<file path="src/rtl/calc_pkg.sv">
// Shared definitions for the calculator sequencer: operator and error encodings,
// FSM state type and default datapath widths.
package calc_pkg;

  localparam int unsigned CALC_W  = 9;
  localparam int unsigned CALC_RW = 2 * CALC_W;

  localparam logic [1:0] OP_ADD = 2'b00;
  localparam logic [1:0] OP_SUB = 2'b01;
  localparam logic [1:0] OP_MUL = 2'b10;
  localparam logic [1:0] OP_DIV = 2'b11;

  localparam logic [2:0] ERR_NONE    = 3'b000;
  localparam logic [2:0] ERR_SYNTAX  = 3'b001;
  localparam logic [2:0] ERR_ALU     = 3'b010;
  localparam logic [2:0] ERR_TIMEOUT = 3'b011;
  localparam logic [2:0] ERR_OVF     = 3'b100;

  typedef enum logic [2:0] {
    ST_IDLE,
    ST_GOT_A,
    ST_GOT_OP,
    ST_EXEC,
    ST_DONE,
    ST_ERR
  } state_t;

endpackage

</file>
<file path="src/rtl/calc_watchdog.sv">
// Saturating cycle counter guarding an ALU launch; expired is high once the
// count has reached TIMEOUT.
module calc_watchdog #(
  parameter int unsigned TIMEOUT = 64
) (
  input  logic clk,
  input  logic rst_n,
  input  logic clr,
  input  logic en,
  output logic expired
);

  localparam int unsigned    CW    = $clog2(TIMEOUT + 1);
  localparam logic [CW-1:0]  LIMIT = CW'(TIMEOUT);

  logic [CW-1:0] cnt;

  always_ff @(posedge clk or negedge rst_n) begin
    if (!rst_n) begin
      cnt <= '0;
    end else if (clr) begin
      cnt <= '0;
    end else if (en && (cnt != LIMIT)) begin
      cnt <= cnt + CW'(1);
    end
  end

  assign expired = (cnt == LIMIT);

endmodule

</file>
<file path="src/rtl/calc_sequencer.sv">
// Calculator controller: collects A op B tokens, launches the shared ALU under a
// watchdog and reports result / error code, with result chaining into operand A.
module calc_sequencer
  import calc_pkg::*;
#(
  parameter int unsigned W       = CALC_W,
  parameter int unsigned RW      = 2 * W,
  parameter int unsigned TIMEOUT = 64
) (
  input  logic          clk,
  input  logic          rst_n,
  input  logic          tok_valid,
  output logic          tok_ready,
  input  logic          tok_is_op,
  input  logic [W-1:0]  tok_number,
  input  logic [1:0]    tok_op,
  output logic          alu_start,
  output logic [W-1:0]  alu_a,
  output logic [W-1:0]  alu_b,
  output logic [1:0]    alu_op,
  input  logic          alu_done,
  input  logic [RW-1:0] alu_result,
  input  logic          alu_error,
  output logic          result_valid,
  output logic [RW-1:0] result,
  output logic [2:0]    err_code,
  output logic          busy
);

  state_t     state, state_n;
  logic       accept;
  logic       ld_a_num, ld_a_res, ld_op, ld_b, launch, set_res, pulse;
  logic [2:0] err_n;
  logic       wd_clr, wd_en, wd_expired;

  assign tok_ready = (state != ST_EXEC);
  assign busy      = (state == ST_EXEC);
  assign accept    = tok_valid & tok_ready;

  // The launch cycle already counts as 1 so expiry lands TIMEOUT cycles after alu_start.
  assign wd_en  = launch | (state == ST_EXEC);
  assign wd_clr = ~wd_en;

  calc_watchdog #(
    .TIMEOUT(TIMEOUT)
  ) u_watchdog (
    .clk     (clk),
    .rst_n   (rst_n),
    .clr     (wd_clr),
    .en      (wd_en),
    .expired (wd_expired)
  );

  always_ff @(posedge clk or negedge rst_n) begin
    if (!rst_n) begin
      state <= ST_IDLE;
    end else begin
      state <= state_n;
    end
  end

  always_comb begin
    state_n  = state;
    ld_a_num = 1'b0;
    ld_a_res = 1'b0;
    ld_op    = 1'b0;
    ld_b     = 1'b0;
    launch   = 1'b0;
    set_res  = 1'b0;
    pulse    = 1'b0;
    err_n    = err_code;
    case (state)
      ST_IDLE: begin
        if (accept) begin
          if (tok_is_op) begin
            err_n   = ERR_SYNTAX;
            pulse   = 1'b1;
            state_n = ST_ERR;
          end else begin
            ld_a_num = 1'b1;
            state_n  = ST_GOT_A;
          end
        end
      end
      ST_GOT_A: begin
        if (accept) begin
          if (tok_is_op) begin
            ld_op   = 1'b1;
            state_n = ST_GOT_OP;
          end else begin
            ld_a_num = 1'b1;
          end
        end
      end
      ST_GOT_OP: begin
        if (accept) begin
          if (tok_is_op) begin
            ld_op = 1'b1;
          end else begin
            ld_b    = 1'b1;
            launch  = 1'b1;
            state_n = ST_EXEC;
          end
        end
      end
      ST_EXEC: begin
        // alu_done is checked first so a completion on the expiry cycle still wins.
        if (alu_done) begin
          pulse = 1'b1;
          if (alu_error) begin
            err_n   = ERR_ALU;
            state_n = ST_ERR;
          end else begin
            set_res = 1'b1;
            err_n   = ERR_NONE;
            state_n = ST_DONE;
          end
        end else if (wd_expired) begin
          err_n   = ERR_TIMEOUT;
          pulse   = 1'b1;
          state_n = ST_ERR;
        end
      end
      ST_DONE: begin
        if (accept) begin
          if (!tok_is_op) begin
            ld_a_num = 1'b1;
            state_n  = ST_GOT_A;
          end else if (result[RW-1:W] == '0) begin
            ld_a_res = 1'b1;
            ld_op    = 1'b1;
            state_n  = ST_GOT_OP;
          end else begin
            err_n   = ERR_OVF;
            pulse   = 1'b1;
            state_n = ST_ERR;
          end
        end
      end
      ST_ERR: begin
        if (accept && !tok_is_op) begin
          ld_a_num = 1'b1;
          err_n    = ERR_NONE;
          state_n  = ST_GOT_A;
        end
      end
      default: state_n = ST_IDLE;
    endcase
  end

  always_ff @(posedge clk or negedge rst_n) begin
    if (!rst_n) begin
      alu_start    <= 1'b0;
      alu_a        <= '0;
      alu_b        <= '0;
      alu_op       <= '0;
      result       <= '0;
      err_code     <= ERR_NONE;
      result_valid <= 1'b0;
    end else begin
      alu_start    <= launch;
      result_valid <= pulse;
      err_code     <= err_n;
      if (ld_a_num) begin
        alu_a <= tok_number;
      end else if (ld_a_res) begin
        alu_a <= result[W-1:0];
      end
      if (ld_op) begin
        alu_op <= tok_op;
      end
      if (ld_b) begin
        alu_b <= tok_number;
      end
      if (set_res) begin
        result <= alu_result;
      end
    end
  end

endmodule

</file>
<file path="config.mk">
export PLATFORM = sky130hd
export DESIGN_NAME = calc_sequencer
export DESIGN_NICKNAME = d
export VERILOG_FILES = /design/src/rtl/calc_pkg.sv /design/src/rtl/calc_watchdog.sv /design/src/rtl/calc_sequencer.sv
export SDC_FILE = /design/constraint.sdc
export NUM_CORES = 1
export LEC_CHECK = 0
export ABC_AREA = 1
export CAP_MARGIN = 20
export CORE_ASPECT_RATIO = 2
export CORE_MARGIN = 3
export CORE_UTILIZATION = 47
export CTS_BUF_LIST = sky130_fd_sc_hd__clkbuf_16
export DETAILED_ROUTE_END_ITERATION = 12
export GPL_ROUTABILITY_DRIVEN = 0
export PLACE_DENSITY = 0.78
export SLEW_MARGIN = 20
export SYNTH_ARGS = -nofsm -noshare
export SYNTH_HDL_FRONTEND = slang
export SYNTH_SLANG_ARGS = --single-unit
</file>
<file path="constraint.sdc">
create_clock -name clk -period 1.8 [get_ports clk]
set_input_delay 0.36 -clock clk [delete_from_list [all_inputs] [get_ports clk]]
set_output_delay 0.36 -clock clk [all_outputs]
set_load 0.01 [all_outputs]
</file>
==> impl_metrics.tcl, run 1 <==
set metrics [dict create \
    synth.ff_latch_count 53 \
    drtPass1Iterations 4 \
    arrival_ns 1.84 \
    cp_top_family "simple AND/OR/NAND/NOR gates" \
    hpwl_um 5050 \
    clock.fmax_mhz 611 \
    netlist.area_leader.share_pct 50.9 \
    num_vias 2383 \
    fin_crit_sh_pct 91.0 \
    drt-wirelength-per-cell_um 14.9 \
    syn_area_mm2 0.00260 \
    cp-start-kind "flop" \
    grt_first_pass_wirelength_um 11100 \
    first_global_vias 2445 \
    power_w 0.00599 \
    dieArea_mm2 0.00653 \
    drtIter0Drc 81 \
    synth_fa_ha_area_share_pct 0.961 \
    crit_buf_inv 3 \
    dp_slack_ns -0.0598 \
    cp.required_ns 2.01 \
    crit_chain "buf_4, nor2_2, nand2_1, inv_1, nand2_1, nand2_1, inv_1, nor3_2" \
    slowest_stage "dfrtp_2" \
    vdd_drop_max_mv 1.07 \
    grtUsageTotal_pct 22.2 \
    clockRootBuffer "clkbuf_16" \
    finalCriticalPeriod_ns 1.64 \
    htree_levels 2 \
    yosysWarningCount 0 \
    synthTopCellsByCount "nand2_1, dfrtp_1, inv_1" \
    wl_um 6760 \
    start_util_pct 49.8 \
    overflow 0 \
    end_kind "flop" \
    finalClockSkew_ns 0.00609 \
    synth_edf_count 0 \
    critPathKind "reg -> reg" \
    dpl-instance-area_mm2 0.00364 \
    grt_antenna_before_repair 0 \
    worstSkewPairLatency_ns 0.29 \
    synth_cell_types 32 \
    final_cells 453 \
    p_leak_nw 1.92 \
    layout-drive-gt1-share_pct 17.5 \
    hold_viol_final 0 \
    synth_top_cell_by_area "dfrtp_1" \
    die_h_um 111 \
    yosys.area_share.simple_pct 25.5 \
    die_x_um 58.6 \
    p_per_area_mw_per_mm2 1570 \
    fin_ws_ns 0.163 \
    syn2layout_area_growth_pct 46.7 \
    synth-async-reset-ratio_pct 100 \
    ys.flop_type "dfrtp_1" \
    slew_headroom_pct 70.6 \
    slowest_delay_ns 0.46 \
    maxSlewViolCount 0 \
    rows 37 \
    diodes 0 \
    tritoncts "yes" \
    ctsHoldBuffers 0 \
    synth_xor_area_share_pct 1.34 \
    cp_max_fo 4 \
    synthesis.nets 326 \
    grt_max_degree 36 \
    drcViolationCount 0 \
    synth_top_family_by_area "simple AND/OR/NAND/NOR gates" \
    max-cap-violations 0 \
    setup_viol 0 \
    synth_compound_area_share_pct 6.10 \
    synth.most_common_cell "nand2_1" \
    muxShareOfSynthArea_pct 8.50 \
    vias_per_cell 5.26 \
    clockBufferDepth 2 \
    outcome "finished, final reports clean" \
    synth_area_leaders "dfrtp_1, nand2_1, nand3_1" \
    ys_seq_area_share_pct 50.9 \
    ant_nets 0 \
    coreArea_mm2 0.00523 \
    rsz0062_at_grt "false" \
    holdCritPathClass "in -> async" \
    syn_avg_cell_area_um2 9.01 \
    cts_buffers 5 \
    dp.cells 443 \
    fin_nets 431 \
    tightest_slew_ns 0.441 \
    cp_common_cell "nand2_1" \
    syn-instance-count 289 \
    cts.sinks 53 \
    portBuffers 79 \
    ios 80 \
    clk_pin_slew_ns 0.07 \
    stdcell_area_mm2 0.00382 \
]
final cells by class:
| cell class | instances | area (um^2) |
|---|---|---|
| Clock inverter | 3 | 37.5 |
| Inverter | 34 | 128 |
| Timing Repair Buffer | 104 | 1020 |
| Clock buffer | 5 | 125 |
| Sequential cell | 53 | 1330 |
| Tap cell | 58 | 72.6 |
| Fill cell | 388 | 1410 |
| Multi-Input combinational cell | 196 | 1110 |
state kept, by name, summed over array words and instances (netlist names):
name            flops
alu_op              2
state               3
result_valid        1
alu_b               9
u_watchdog.cnt      7
err_code            3
alu_start           1
result             18
alu_a               9
power breakdown:
| part | leakage, nW | switching, W | total (W) | internal, W |
|---|---|---|---|---|
| Combinational | 1.17 | 0.00132 | 0.00289 | 0.00157 |
| Clock | 0.0826 | 0.000412 | 0.00106 | 0.000647 |
| Sequential | 0.671 | 0.000361 | 0.00204 | 0.00168 |
| Total | 1.92 | 0.00210 | 0.00599 | 0.00390 |
through the flow:
step	util [%]	hold slack [ns]	TNS, ns
2_1_floorplan	-	0.0644	0
3_3_place_gp	69.6	0.327	-0.0798
3_5_place_dp	69.6	0.333	-0.171
4_1_cts	73.0	0.0257	0
5_1_grt	73.0	0.0376	0
6_report	73.0	0.0120	0
layout by cell type, fill, tap and decap left out, types with 2 or more instances in the layout:
master,count
mux2_4,8
nand2_1,82
dfrtp_1,50
nor2_4,2
nor3_1,2
inv_2,3
nor2_2,2
a21oi_1,2
clkdlybuf4s50_1,76
nand2_2,3
nor2_1,20
buf_4,21
mux2_2,9
ha_1,2
nand3_1,24
inv_1,32
dfrtp_2,3
nand2_4,2
nand4_1,3
xnor2_1,3
o21ai_0,22
buf_12,4
dlygate4sd2_1,2
clkbuf_16,5
path summary, 6_finish.rpt:
check	slack, ns	from	cells after the start	to
max in group asynchronous	1.24	rst_n	2	state[0]
setup / recovery	0.16	state[0]	8	u_watchdog.cnt[2]
hold reg to reg	0.48	err_code[0]	2	err_code[0]
setup reg to reg	0.16	state[0]	8	u_watchdog.cnt[2]
hold / removal	0.01	rst_n	1	result[9]
min in group clk	0.48	err_code[0]	2	err_code[0]
timing repair:
item,4_1_cts,5_1_grt
setup buffers,2,0
endpoints found under the setup margin,2,3
resized for setup,5,1
pin swaps,0,0
layer usage:
metal,vias to the layer above,wire length (um),global-route usage [%]
met1,1112,2280,22.7
met2,95,3770,39.1
met5,-,0,0
li1,1139,-,-
met4,0,441,15.0
met3,37,277,3.61
logic make-up (layout without fill, tap and decap cells):
group / Yosys count / count (layout)
AOI/OAI and AO/OA: 29 / 29
xor gates and xnor gates: 4 / 4
adders and majority gates: 2 / 2
buffers and inverters: 40 / 146
DFF: 53 / 53
muxes: 17 / 17
and+or+nand+nor: 144 / 144
Power figures use the tool's default switching activity.
==> inputs of run 2 (changes only) <==
--- a/config.mk
+++ b/config.mk
@@ -14,6 +14,7 @@
 export DETAILED_ROUTE_END_ITERATION = 12
 export GPL_ROUTABILITY_DRIVEN = 0
 export PLACE_DENSITY = 0.78
+export REMOVE_ABC_BUFFERS = 1
 export SLEW_MARGIN = 20
 export SYNTH_ARGS = -nofsm -noshare
 export SYNTH_HDL_FRONTEND = slang
==> run 2 against run 1 <==
Power is 1.1% lower. Critical path depth is 2 higher. Worst setup slack worse by 0.11 ns. Sequential cell count stayed put. Critical endpoint is now state[1]. Combinational power hardly changed. Global-route usage is 1.0 points lower. Register-to-register slack worse by 0.11 ns. Clock power hardly changed. Clock skew is 0.0017 ns higher. Wire length is 3.1% lower. Fmax is 6.2% lower.
==> impl_metrics.tcl, run 2 (same netlist as run 1, synthesis figures left out) <==
set metrics [dict create \
    clockBufferDepth 2 \
    fin_ws_ns 0.0549 \
    grtUsageTotal_pct 21.2 \
    cp.required_ns 1.98 \
    hold_viol_final 0 \
    crit_buf_inv 4 \
    portBuffers 79 \
    reg_top3 "result: 18 flops, alu_a: 9 flops, alu_b: 9 flops" \
    holdCritPathClass "in -> async" \
    grt_max_degree 54 \
    critPathLaunch "state[0]" \
    drcViolationCount 0 \
    cp_common_cell "buf_4" \
    maxSlewViolCount 0 \
    tightest_slew_ns 0.338 \
    finalClockSkew_ns 0.00776 \
    drtPass1Iterations 4 \
    clock.fmax_mhz 573 \
    rows 37 \
    drt-wirelength-per-cell_um 14.6 \
    setup.worst_path.end "state[1]" \
    r2r_setup_slack_ns 0.05 \
    final_cell_mix "nand2_1, clkdlybuf4s50_1, dfrtp_1" \
    largest_reg_flops 18 \
    largest_register "result" \
    slowest_stage "dfrtp_1" \
    p_leak_nw 1.89 \
    ant_nets 0 \
    arrival_ns 1.93 \
    slew_headroom_pct 77.5 \
    diodes 0 \
    worstSkewPairLatency_ns 0.29 \
    dp_slack_ns -0.0324 \
    grt_first_pass_wirelength_um 10700 \
    htree_levels 2 \
    mostFrequentLayoutCell "nand2_1" \
    fin_nets 428 \
    syn2layout_area_growth_pct 44.9 \
    slowest_delay_ns 0.39 \
    die_h_um 111 \
    stdcell_area_mm2 0.00377 \
    drtIter0Drc 159 \
    start_util_pct 49.8 \
    ios 80 \
    cts.sinks 53 \
    overflow 0 \
    tritoncts "yes" \
    hpwl_um 4650 \
    vias_per_cell 5.09 \
    cp_max_fo 7 \
    clockRootBuffer "clkbuf_16" \
    outcome "finished, final reports clean" \
    grt_antenna_before_repair 0 \
    vdd_drop_max_mv 1.25 \
    end_kind "flop" \
    num_vias 2284 \
    finalCriticalPeriod_ns 1.75 \
    seqCellArea_mm2 0.00133 \
    clk_pin_slew_ns 0.07 \
    setup_viol 0 \
    layout-drive-gt1-share_pct 17.9 \
    ctsHoldBuffers 0 \
    cp-start-kind "flop" \
    dieArea_mm2 0.00653 \
    fin_crit_sh_pct 96.9 \
    first_global_vias 2373 \
    rr_endpoint "state[1]" \
    final.fill_count 400 \
    p_per_area_mw_per_mm2 1570 \
    crit_chain "buf_4, buf_4, inv_2, nand2_2, nor2_4, nand2_2, a21boi_2, buf_4, nand3_1, nand2_1" \
    cp_top_family "simple AND/OR/NAND/NOR gates" \
    multi_input_comb_area_mm2 0.00112 \
    die_x_um 58.6 \
    critPathKind "reg -> reg" \
    cp.depth 10 \
    max-cap-violations 0 \
    cts_buffers 5 \
    coreArea_mm2 0.00523 \
    r2r_cells 10 \
    dpl-instance-area_mm2 0.00355 \
    wl_um 6550 \
    reg2reg_from "state[0]" \
]
[run 2: repair_timing]
| action | CTS | global route |
|---|---|---|
| pin swaps | 0 | 1 |
| setup buffers | 3 | 3 |
| gates resized for setup | 4 | 7 |
| gates cloned | 0 | 0 |
| setup endpoints to repair | 2 | 22 |
[run 2: layout make-up]
type                    instances  area share (%)
inverters                      34            3.38
flip-flops and latches         53            35.2
repair buffers                101            25.6
clock inverters                 2           0.928
multi-input cells             196            29.7
well taps                      58            1.92
clock buffers                   5            3.32
[run 2: worst min path at each step]
stage | startpoint | to | slack (ns) | cells past startpoint
floorplan | rst_n | alu_a[0] | 0.06 | 0
global placement | rst_n | alu_b[0] | 0.37 | 2
detailed placement | rst_n | alu_b[2] | 0.38 | 2
CTS | rst_n | alu_b[0] | 0.06 | 2
global route | rst_n | alu_b[2] | 0.08 | 2
finish | rst_n | alu_b[2] | 0.05 | 2
[run 2: where the power goes]
group / internal (W) / switching [W]
clock: 0.000646 / 0.000400
combinational: 0.00154 / 0.00133
sequential: 0.00168 / 0.000337
[run 2: per-layer routing]
layer  vias to the layer above  routed length [um]  track usage (%)
met4                         0                 238             10.7
met2                        73                3640             37.8
li1                       1126                   -                -
met5                         -                   0                0
met3                        18                 276             3.85
met1                      1067                2390             22.8
[run 2: metrics by stage]
step / TNS [ns] / total power [W] / instances / util [%] / hold slack [ns]
6_report: 0 / 0.00593 / 449 / 72.1 / 0.0530
5_1_grt: -0.00427 / 0.00631 / 449 / 72.1 / 0.0818
4_1_cts: 0 / 0.00591 / 446 / 71.3 / 0.0647
3_5_place_dp: -0.190 / 0.00476 / 436 / 67.9 / 0.376
3_3_place_gp: -0.151 / 0.00472 / 436 / 67.9 / 0.371
2_1_floorplan: 0 / 0.00335 / 283 / - / 0.0644
